--- config.mk ---
export PLATFORM = sky130hd
export DESIGN_NAME = bitwise_logic_unit
export DESIGN_NICKNAME = d
export VERILOG_FILES = /design/src/rtl/bitwise_logic_unit.sv
export SDC_FILE = /design/constraint.sdc
export NUM_CORES = 1
export LEC_CHECK = 0
export ABC_AREA = 1
export CORE_MARGIN = 3
export CORE_UTILIZATION = 23
export DETAILED_ROUTE_END_ITERATION = 7
export PLACE_DENSITY = 0.46
export SYNTH_ARGS = -nofsm -noshare
export SYNTH_HDL_FRONTEND = slang
export SYNTH_SLANG_ARGS = --single-unit
--- constraint.sdc ---
create_clock -name clk -period 7.2 [get_ports clk]
set_input_delay 1.8 -clock clk [delete_from_list [all_inputs] [get_ports clk]]
set_output_delay 1.8 -clock clk [all_outputs]
set_load 0.03 [all_outputs]
--- src/rtl/bitwise_logic_unit.sv ---
`default_nettype none
// ============================================================================
// Module      : bitwise_logic_unit
// Description : Registered bitwise function unit with valid/ready handshakes
//               and a multi-beat accumulate mode that folds per-beat results.
// Revision    : 1.0 - initial release
// ============================================================================
module bitwise_logic_unit #(
    parameter int WIDTH     = 20,
    parameter int MAX_BEATS = 16,
    parameter int CNT_W     = $clog2(MAX_BEATS + 1)
) (
    input  logic             clk,
    input  logic             rst_n,
    input  logic             in_valid,
    output logic             in_ready,
    input  logic [WIDTH-1:0] in_a,
    input  logic [WIDTH-1:0] in_b,
    input  logic [2:0]       in_op,
    input  logic             in_acc,
    input  logic [1:0]       in_acc_op,
    input  logic             in_last,
    output logic             out_valid,
    input  logic             out_ready,
    output logic [WIDTH-1:0] out_y,
    output logic             out_zero,
    output logic             out_ones,
    output logic [CNT_W-1:0] out_beats,
    output logic             out_ovf
);

    localparam logic [0:0]       c_IDLE      = 1'b0;
    localparam logic [0:0]       c_ACCUM     = 1'b1;
    localparam logic [CNT_W-1:0] c_ONE       = CNT_W'(1);
    localparam logic [CNT_W-1:0] c_MAX_BEATS = CNT_W'(MAX_BEATS);

    function automatic logic [WIDTH-1:0] beat_fn(input logic [2:0] op,
                                                 input logic [WIDTH-1:0] a,
                                                 input logic [WIDTH-1:0] b);
        logic [WIDTH-1:0] r;
        case (op)
            3'b000:  r = a & b;
            3'b001:  r = a | b;
            3'b010:  r = a ^ b;
            3'b011:  r = ~(a & b);
            3'b100:  r = ~(a | b);
            3'b101:  r = ~(a ^ b);
            3'b110:  r = a & ~b;
            default: r = a;
        endcase
        return r;
    endfunction

    function automatic logic [WIDTH-1:0] reduce_fn(input logic [1:0] rop,
                                                   input logic [WIDTH-1:0] x,
                                                   input logic [WIDTH-1:0] y);
        logic [WIDTH-1:0] r;
        case (rop)
            2'b00:   r = x & y;
            2'b10:   r = x ^ y;
            default: r = x | y;
        endcase
        return r;
    endfunction

    logic [0:0]       r_state;
    logic [WIDTH-1:0] r_acc;
    logic [CNT_W-1:0] r_cnt;
    logic [2:0]       r_op;
    logic [1:0]       r_acc_op;
    logic             r_out_valid;
    logic [WIDTH-1:0] r_out_y;
    logic             r_out_zero;
    logic             r_out_ones;
    logic [CNT_W-1:0] r_out_beats;
    logic             r_out_ovf;

    logic             w_in_ready;
    logic             w_accept;
    logic [2:0]       w_op;
    logic [WIDTH-1:0] w_f;
    logic [WIDTH-1:0] w_fold;
    logic [CNT_W-1:0] w_cnt_inc;
    logic [0:0]       w_state_nxt;
    logic [WIDTH-1:0] w_acc_nxt;
    logic [CNT_W-1:0] w_cnt_nxt;
    logic [2:0]       w_op_nxt;
    logic [1:0]       w_acc_op_nxt;
    logic             w_emit;
    logic [WIDTH-1:0] w_y_nxt;
    logic [CNT_W-1:0] w_beats_nxt;
    logic             w_ovf_nxt;

    assign w_in_ready = !r_out_valid || out_ready;
    assign w_accept   = in_valid && w_in_ready;
    // Mid-packet beats use the function latched from the opening beat.
    assign w_op       = (r_state == c_ACCUM) ? r_op : in_op;
    assign w_f        = beat_fn(w_op, in_a, in_b);
    assign w_fold     = reduce_fn(r_acc_op, r_acc, w_f);
    assign w_cnt_inc  = r_cnt + c_ONE;

    always_comb begin
        w_state_nxt  = r_state;
        w_acc_nxt    = r_acc;
        w_cnt_nxt    = r_cnt;
        w_op_nxt     = r_op;
        w_acc_op_nxt = r_acc_op;
        w_emit       = 1'b0;
        w_y_nxt      = w_f;
        w_beats_nxt  = c_ONE;
        w_ovf_nxt    = 1'b0;
        if (w_accept) begin
            if (r_state == c_IDLE) begin
                if (in_acc && !in_last) begin
                    w_acc_nxt    = w_f;
                    w_op_nxt     = in_op;
                    w_acc_op_nxt = in_acc_op;
                    w_cnt_nxt    = c_ONE;
                    w_state_nxt  = c_ACCUM;
                end else begin
                    w_emit = 1'b1;
                end
            end else begin
                if (in_last || (w_cnt_inc == c_MAX_BEATS)) begin
                    w_emit      = 1'b1;
                    w_y_nxt     = w_fold;
                    w_beats_nxt = w_cnt_inc;
                    w_ovf_nxt   = !in_last;
                    w_acc_nxt   = '0;
                    w_cnt_nxt   = '0;
                    w_state_nxt = c_IDLE;
                end else begin
                    w_acc_nxt = w_fold;
                    w_cnt_nxt = w_cnt_inc;
                end
            end
        end
    end

    always_ff @(posedge clk or negedge rst_n) begin
        if (!rst_n) begin
            r_state     <= c_IDLE;
            r_acc       <= '0;
            r_cnt       <= '0;
            r_op        <= '0;
            r_acc_op    <= '0;
            r_out_valid <= 1'b0;
            r_out_y     <= '0;
            r_out_zero  <= 1'b0;
            r_out_ones  <= 1'b0;
            r_out_beats <= '0;
            r_out_ovf   <= 1'b0;
        end else begin
            r_state  <= w_state_nxt;
            r_acc    <= w_acc_nxt;
            r_cnt    <= w_cnt_nxt;
            r_op     <= w_op_nxt;
            r_acc_op <= w_acc_op_nxt;
            if (w_emit) begin
                r_out_valid <= 1'b1;
                r_out_y     <= w_y_nxt;
                r_out_zero  <= (w_y_nxt == '0);
                r_out_ones  <= &w_y_nxt;
                r_out_beats <= w_beats_nxt;
                r_out_ovf   <= w_ovf_nxt;
            end else if (out_ready) begin
                r_out_valid <= 1'b0;
            end
        end
    end

    assign in_ready  = w_in_ready;
    assign out_valid = r_out_valid;
    assign out_y     = r_out_y;
    assign out_zero  = r_out_zero;
    assign out_ones  = r_out_ones;
    assign out_beats = r_out_beats;
    assign out_ovf   = r_out_ovf;

endmodule
`default_nettype wire

==> results.md, run 1 <==
* Vias in the first global route at 7,049
* Fmax at 195 MHz
* R2r worst-path depth at 21
* Synth unique cells at 38
* Area of the multi-input gates at 4620 µm²
* Synth Flop Type: dfrtp_1
* FILL cells at 3,296
* Post_cts resized at 0
* WS Path Type: input pin to flip-flop
* Share of layout cells above drive strength 1 at 6.15%
* Max cap viols at 0
* Port Buffer Count at 80
* Yosys reg bits at 60
* Die Span Y at 181 µm
* H-tree levels at 3
* # clock sinks at 60
* CP dominant cell by count: nand2_1
* CORE AREA at 30,000 µm²
* Root cell of the clock tree: clkbuf_16
* RR Startpoint: r_state
* Final Hold Viols at 0
* Post-synth EDFFs at 0
* Largest net degree at the start of global routing at 61
* Post-CTS Hold Fix Bufs at 0
* Max-slew headroom at 28.6%
* DR iter-0 viols at 447
* Async set-reset flop share out of synthesis at 100%
* TritonCTS buffer count at 9
* Crit. End Element: flip-flop
* Layout Nets at 1,285
* Post-synth net total at 1,242
* Synth top area share at 21.2%
* Clock latency on the worst-skew pair at 0.33 ns
* Num rows at 63
* Drt wl/cell at 15.2 µm
* P_leak at 4.34 nW
* Remaining DRCs at 0
* Setup violations, final at 0
* Initial Utilization at 23.6%
* # IOs at 81
* Min-Delay Path Class: flip-flop to flip-flop
* Reg clk slew, reported paths at 0.06 ns
* Clock tree from TritonCTS: yes
* Final cycle utilization of the critical path at 71.1%
* Vias per cell at 4.61
* Peak VDD IR at 0.123 mV
* WP data required at 7.47 ns
* Sequential share of the synthesized area at 21.2%
* Yosys warns at 0
* Dpl ws at 1.78 ns
* Initial antenna violation count at 0
* Mean Syn Cell Area at 6.49 µm²
* Final wirelength at 23.3 mm
* Power Total at 3.41 mW
* CP Launch Type: input pin
* Ordered cell list for the critical path: clkdlybuf4s50_1 -> nand2_2 -> nand2_4 -> nor2_4 -> nand2_2 -> nor2_1 -> nor2_2 -> nand3_2 -> inv_1 -> ha_1 -> nand2_1 -> o21ai_0 -> a21oi_1 -> inv_1 -> nand2_1 -> nand2_1 -> nor2_1 -> nand2_1 -> nor2_1 -> nand3_1 -> nand2_1
* Fin Setup TNS at 0 ns
* Worst Skew at 0.00774 ns
* Diode count at 0
* Storage cell area at 1500 µm²
* Die Span X at 181 µm
* Postcts setup bufs at 0
* Crit path max fanout at 37
* GRT Util Overall at 14.0%
* Comb power frac at 68.6%
* WP data arrival at 5.39 ns
* Full die area at 32,900 µm²
* Most common cell in the netlist: nand2_1
* Post-route minimum period at 5.12 ns
* PD cells at 406 nW/µm²
* Gp weighted congestion at 0.839
* Worst-margin pin slew at 1.07 ns
* Slowest CP cell: nor2_4
* Flop-to-flop setup slack at 3.08 ns
* Hold Crit Depth at 2
* Vias post-DR at 7,047
* Post-route ant nets at 0
* Area grow syn2layout at 18.9%
* Synthesized area at 7070 µm²
* Switching share of power at 55.6%
* Hold Startpoint: out_beats[4]
* RSZ-0062 raised after global routing: false
* Placed wire-length estimate at 16.6 mm
* Synth top area cells: dfrtp_1 (21%), ha_1 (18%), nand2_1 (16%), inv_1 (8.7%), nand4_1 (6.2%)
* Clock Path Buffers at 2
* Net switching power at 1.89 mW
* Setup ws final at 2.08 ns
* Status: complete, no violations
* Cell taking the most area after synthesis: dfrtp_1
* Fraction of power consumed by sequential logic at 17.4%
* Power share of the clock group at 14.0%
* Synth cell count leaders: nand2_1 (304), inv_1 (163), nor2_1 (114), ha_1 (101), nand4_1 (70)
* Internal power at 1.52 mW
* CP peak stage delay at 0.74 ns
* Max-slew violations at 0
* First-pass DRT Iterations at 5
* Total grt overflow at 0
* CP startpoint: in_op[1]
* Synth Instances at 1,090
* First-pass GRT wire length at 37.4 mm
[power groups by stage]
stage / Clock (mW) / Combinational [mW] / Sequential [mW]
after floorplan: 0 / 1.61 / 0.684
after global placement: 0 / 2.33 / 0.600
after detailed placement: 0 / 2.36 / 0.602
after CTS: 0.488 / 2.37 / 0.597
after global routing: 0.503 / 2.67 / 0.617
final: 0.478 / 2.34 / 0.593
[worst paths after layout]
check / end
worst max register to register: out_zero
worst min register to register: out_beats[4]
worst max-delay path: out_zero
max in group asynchronous: out_beats[2]
min in group asynchronous: r_acc[4]
worst min-delay path: out_beats[4]
[critical path: cells and delay by family]
kind                     cells  cell delay, ns
buffers and inverters        3            0.58
adder cells (fa/ha/maj)      1            0.26
AND/OR/NAND/NOR             15            2.47
AO/OA/AOI/OAI                2            0.28
[through the flow]
stage	hold WS [ns]	util (%)	instance area, µm²	cells
after floorplan	0.473	-	7070	1090
after global placement	0.471	27.0	8080	1512
after detailed placement	0.472	27.0	8080	1512
after CTS	0.488	28.1	8410	1528
after global routing	0.508	28.1	8410	1528
final	0.484	28.1	8410	1528
[registers in the layout (all words and copies together), names as in the netlist]
signal and flops:
r_cnt 5, r_acc_op 2, out_valid 1, r_state 1
out_y 20, out_zero 1, out_beats 5, out_ones 1
out_ovf 1, r_acc 20, r_op 3
[cells by family after synthesis]
| family | count (synthesis) | share of synthesized area, % |
|---|---|---|
| simple gates | 586 | 37.5 |
| xor+xnor | 1 | 0.124 |
| compound gates | 120 | 9.77 |
| buf+inv | 222 | 13.5 |
| flops | 60 | 21.2 |
| fa+ha+maj | 101 | 17.9 |
[final cells by class]
cell class,count,share of cell area (%)
clock inverters,7,1.18
inverters,167,7.49
repair buffers,87,10.1
well taps,390,5.80
multi-input cells,808,54.9
flip-flops and latches,60,17.9
clock buffers,9,2.68
[metal layers]
metal | up-vias | part of all wire (%) | GRT usage, %
met5 | - | 0 | 0
met4 | 0 | 1.5 | 3.26
met3 | 21 | 3.7 | 1.93
met2 | 170 | 48 | 24.8
met1 | 3278 | 46 | 18.1
li1 | 3578 | - | -
[cell usage in the layout, fill, tap and decap left out, types with 3 or more instances in the layout]
cell and instances:
nand2_1 304, inv_1 163, nor2_1 112, ha_1 101, clkdlybuf4s50_1 79, nand4_1 70
dfrtp_1 60, nand3_1 54, o21ai_0 50, a31oi_1 21, a21oi_1 19, nand2_2 13
o21ai_1 9, clkbuf_16 9, o211ai_1 8, buf_4 7, nor2_2 6, nand3_2 6
or2_2 6, nand2_4 5, nor3_1 3, a221oi_1 3, o31ai_1 3
Power figures use the tool's default switching activity.
==> run 2, diff against run 1 <==
clock period = 4.8 ns   (was 7.2 ns; I/O delays follow)
==> results.md, run 2 (synthesis gave the netlist of run 1 again) <==
* Switching share of power at 54.2% (-1.4 points)
* Net switching power at 2.86 mW (+51%)
* Internal power at 2.42 mW (+60%)
* Final Hold Viols at 0 (unchanged)
* Postcts setup bufs at 0 (unchanged)
* CP Launch Type: input pin
* Slowest CP cell: clkdlybuf4s50_1
* WHS at 0.479 ns (-0.00558 ns)
* Placed wire-length estimate at 17.6 mm (+6.0%)
* Peak VDD IR at 0.209 mV (+70%)
* # IOs at 81 (unchanged)
* H-tree levels at 3 (unchanged)
* Die Span Y at 181 µm (unchanged)
* Setup crit end: out_ones
* Clock tree from TritonCTS: yes
* WS Path Type: input pin to flip-flop
* Fraction of power consumed by sequential logic at 16.9% (-0.5 points)
* WP data arrival at 4.29 ns (-1.10 ns)
* Flop-to-flop setup slack at 1.19 ns (-1.89 ns)
* Diode count at 0 (unchanged)
* TritonCTS buffer count at 9 (unchanged)
* Status: complete, no violations
* # clock sinks at 60 (unchanged)
* Crit path max fanout at 16 (-57%)
* P_leak at 4.42 nW (+1.8%)
* Most frequent cells in the layout: nand2_1 (304), inv_1 (163), nor2_1 (112), ha_1 (101), clkdlybuf4s50_1 (79)
* Clock latency on the worst-skew pair at 0.34 ns (about the same)
* Gp weighted congestion at 0.838 (about the same)
* CP dominant cell by count: nand2_1
* Final core occ at 28.6% (+0.51 points)
* Post-route ant nets at 0 (unchanged)
* R2r worst-path depth at 24 (+14%)
* Post-CTS Hold Fix Bufs at 0 (unchanged)
* Drt wl/cell at 15.4 µm (+1.2%)
* First-pass GRT wire length at 38.3 mm (+2.6%)
* Largest net degree at the start of global routing at 61 (unchanged)
* Root cell of the clock tree: clkbuf_16
* CP peak stage delay at 0.51 ns (-0.23 ns)
* Comb power frac at 68.4% (-0.2 points)
* Ordered cell list for the critical path: clkdlybuf4s50_1 -> nand2_2 -> nand2_4 -> nand2_4 -> nor2_4 -> buf_12 -> nand2_1 -> nand2_1 -> nor2_1 -> nand2_1 -> nand2_1 -> ha_1 -> nand2_1 -> o21ai_0 -> a21oi_1 -> inv_1 -> nand2_1 -> nand2_1 -> inv_1 -> nor2_1 -> nand2_1 -> nor2_1 -> nand3_1 -> nand2_1
* Max cap viols at 0 (unchanged)
* Vias per cell at 4.59 (-0.44%)
* Post-route minimum period at 4.02 ns
* Layout Nets at 1,295 (+0.78%)
* WP data required at 5.08 ns (-2.39 ns)
* Max-slew headroom at 26.8% (-1.8 points)
* DR iter-0 viols at 636 (+42%)
* Share of layout cells above drive strength 1 at 6.88% (+0.73 points)
* RR Startpoint: r_state
* Worst Skew at 0.00596 ns (-0.00179 ns)
* Critical R2R Capture: out_ones
* Clock Path Buffers at 2 (unchanged)
* Fin Setup TNS at 0 ns (unchanged)
* Worst-margin pin slew at 1.10 ns (+0.0272 ns)
* Max-slew violations at 0 (unchanged)
* PD cells at 617 nW/µm² (+52%)
* RSZ-0062 raised after global routing: false
* GRT Util Overall at 14.6% (+0.56 points)
* Fmax at 249 MHz
* Port Buffer Count at 80 (unchanged)
* Cells after DPL at 1,522 (+0.66%)
* Final cycle utilization of the critical path at 83.7%
* Final wirelength at 23.7 mm (+1.9%)
* CP startpoint: in_op[1]
* Initial Utilization at 23.6% (unchanged)
* Power share of the clock group at 14.7% (+0.7 points)
* Full die area at 32,900 µm² (unchanged)
* CORE AREA at 30,000 µm² (unchanged)
* Reg clk slew, reported paths at 0.06 ns (about the same)
* Area grow syn2layout at 21.1%
* Die Span X at 181 µm (unchanged)
* Commonest non-fill, non-tap cell in the layout: nand2_1
* Total grt overflow at 0 (unchanged)
* First-pass DRT Iterations at 5 (unchanged)
* Num rows at 63 (unchanged)
* Crit. End Element: flip-flop
* Final instance count without filler cells at 1,538 (+0.65%)
* Remaining DRCs at 0 (unchanged)
* Vias in the first global route at 7,069 (+0.28%)
* Min-Delay Path Class: flip-flop to flip-flop
* Initial antenna violation count at 0 (unchanged)
* Post_cts resized at 0 (unchanged)
* Vias post-DR at 7,062 (+0.21%)
* Setup violations, final at 0 (unchanged)
## run 2: power groups by stage
stage	registers [mW]	clock network, mW	logic [mW]
final	0.893	0.774	3.61
after global routing	0.928	0.819	4.12
after CTS	0.899	0.794	3.66
after detailed placement	0.906	0	3.65
after global placement	0.903	0	3.62
after floorplan	1.03	0	2.41
## run 2: worst min-delay path by stage
| stage | start | endpoint | slack [ns] | cells past startpoint |
|---|---|---|---|---|
| 6_report | out_beats[2] | out_beats[2] | 0.48 | 2 |
| 5_1_grt | out_y[0] | out_y[0] | 0.52 | 2 |
| 2_1_floorplan | r_op[2] | r_op[2] | 0.47 | 2 |
| 3_5_place_dp | out_beats[2] | out_beats[2] | 0.47 | 2 |
| 4_1_cts | out_beats[2] | out_beats[2] | 0.49 | 2 |
| 3_3_place_gp | out_y[15] | out_y[15] | 0.47 | 2 |
## run 2: final cells by class
cell class,count,area [µm²]
Clock buffer,12,256
Sequential cell,60,1500
Fill cell,3352,21400
Tap cell,390,488
Clock inverter,4,95.1
Timing Repair Buffer,97,973
Inverter,167,629
Multi-Input combinational cell,808,4620
## run 2: stage by stage
step	cell area (µm²)	power, mW	worst slack, ns
after global routing	8560	5.87	0.425
after detailed placement	8210	4.56	0.457
after CTS	8560	5.35	0.810
final	8560	5.28	0.785
after global placement	8210	4.53	0.452
after floorplan	7070	3.43	1.47
## run 2: layer usage
| metal | global-route usage (%) | routed length, µm | vias to the layer above |
|---|---|---|---|
| met1 | 19.1 | 11100 | 3265 |
| met4 | 5.00 | 667 | 0 |
| li1 | - | - | 3595 |
| met3 | 2.19 | 742 | 34 |
| met2 | 24.5 | 11200 | 168 |
| met5 | 0 | 0 | - |
## run 2: critical path: cells and delay by family
family / cells / cell delay, ns
compound gates: 2 / 0.17
buf+inv: 4 / 0.88
fa+ha+maj: 1 / 0.28
simple gates: 17 / 1.75
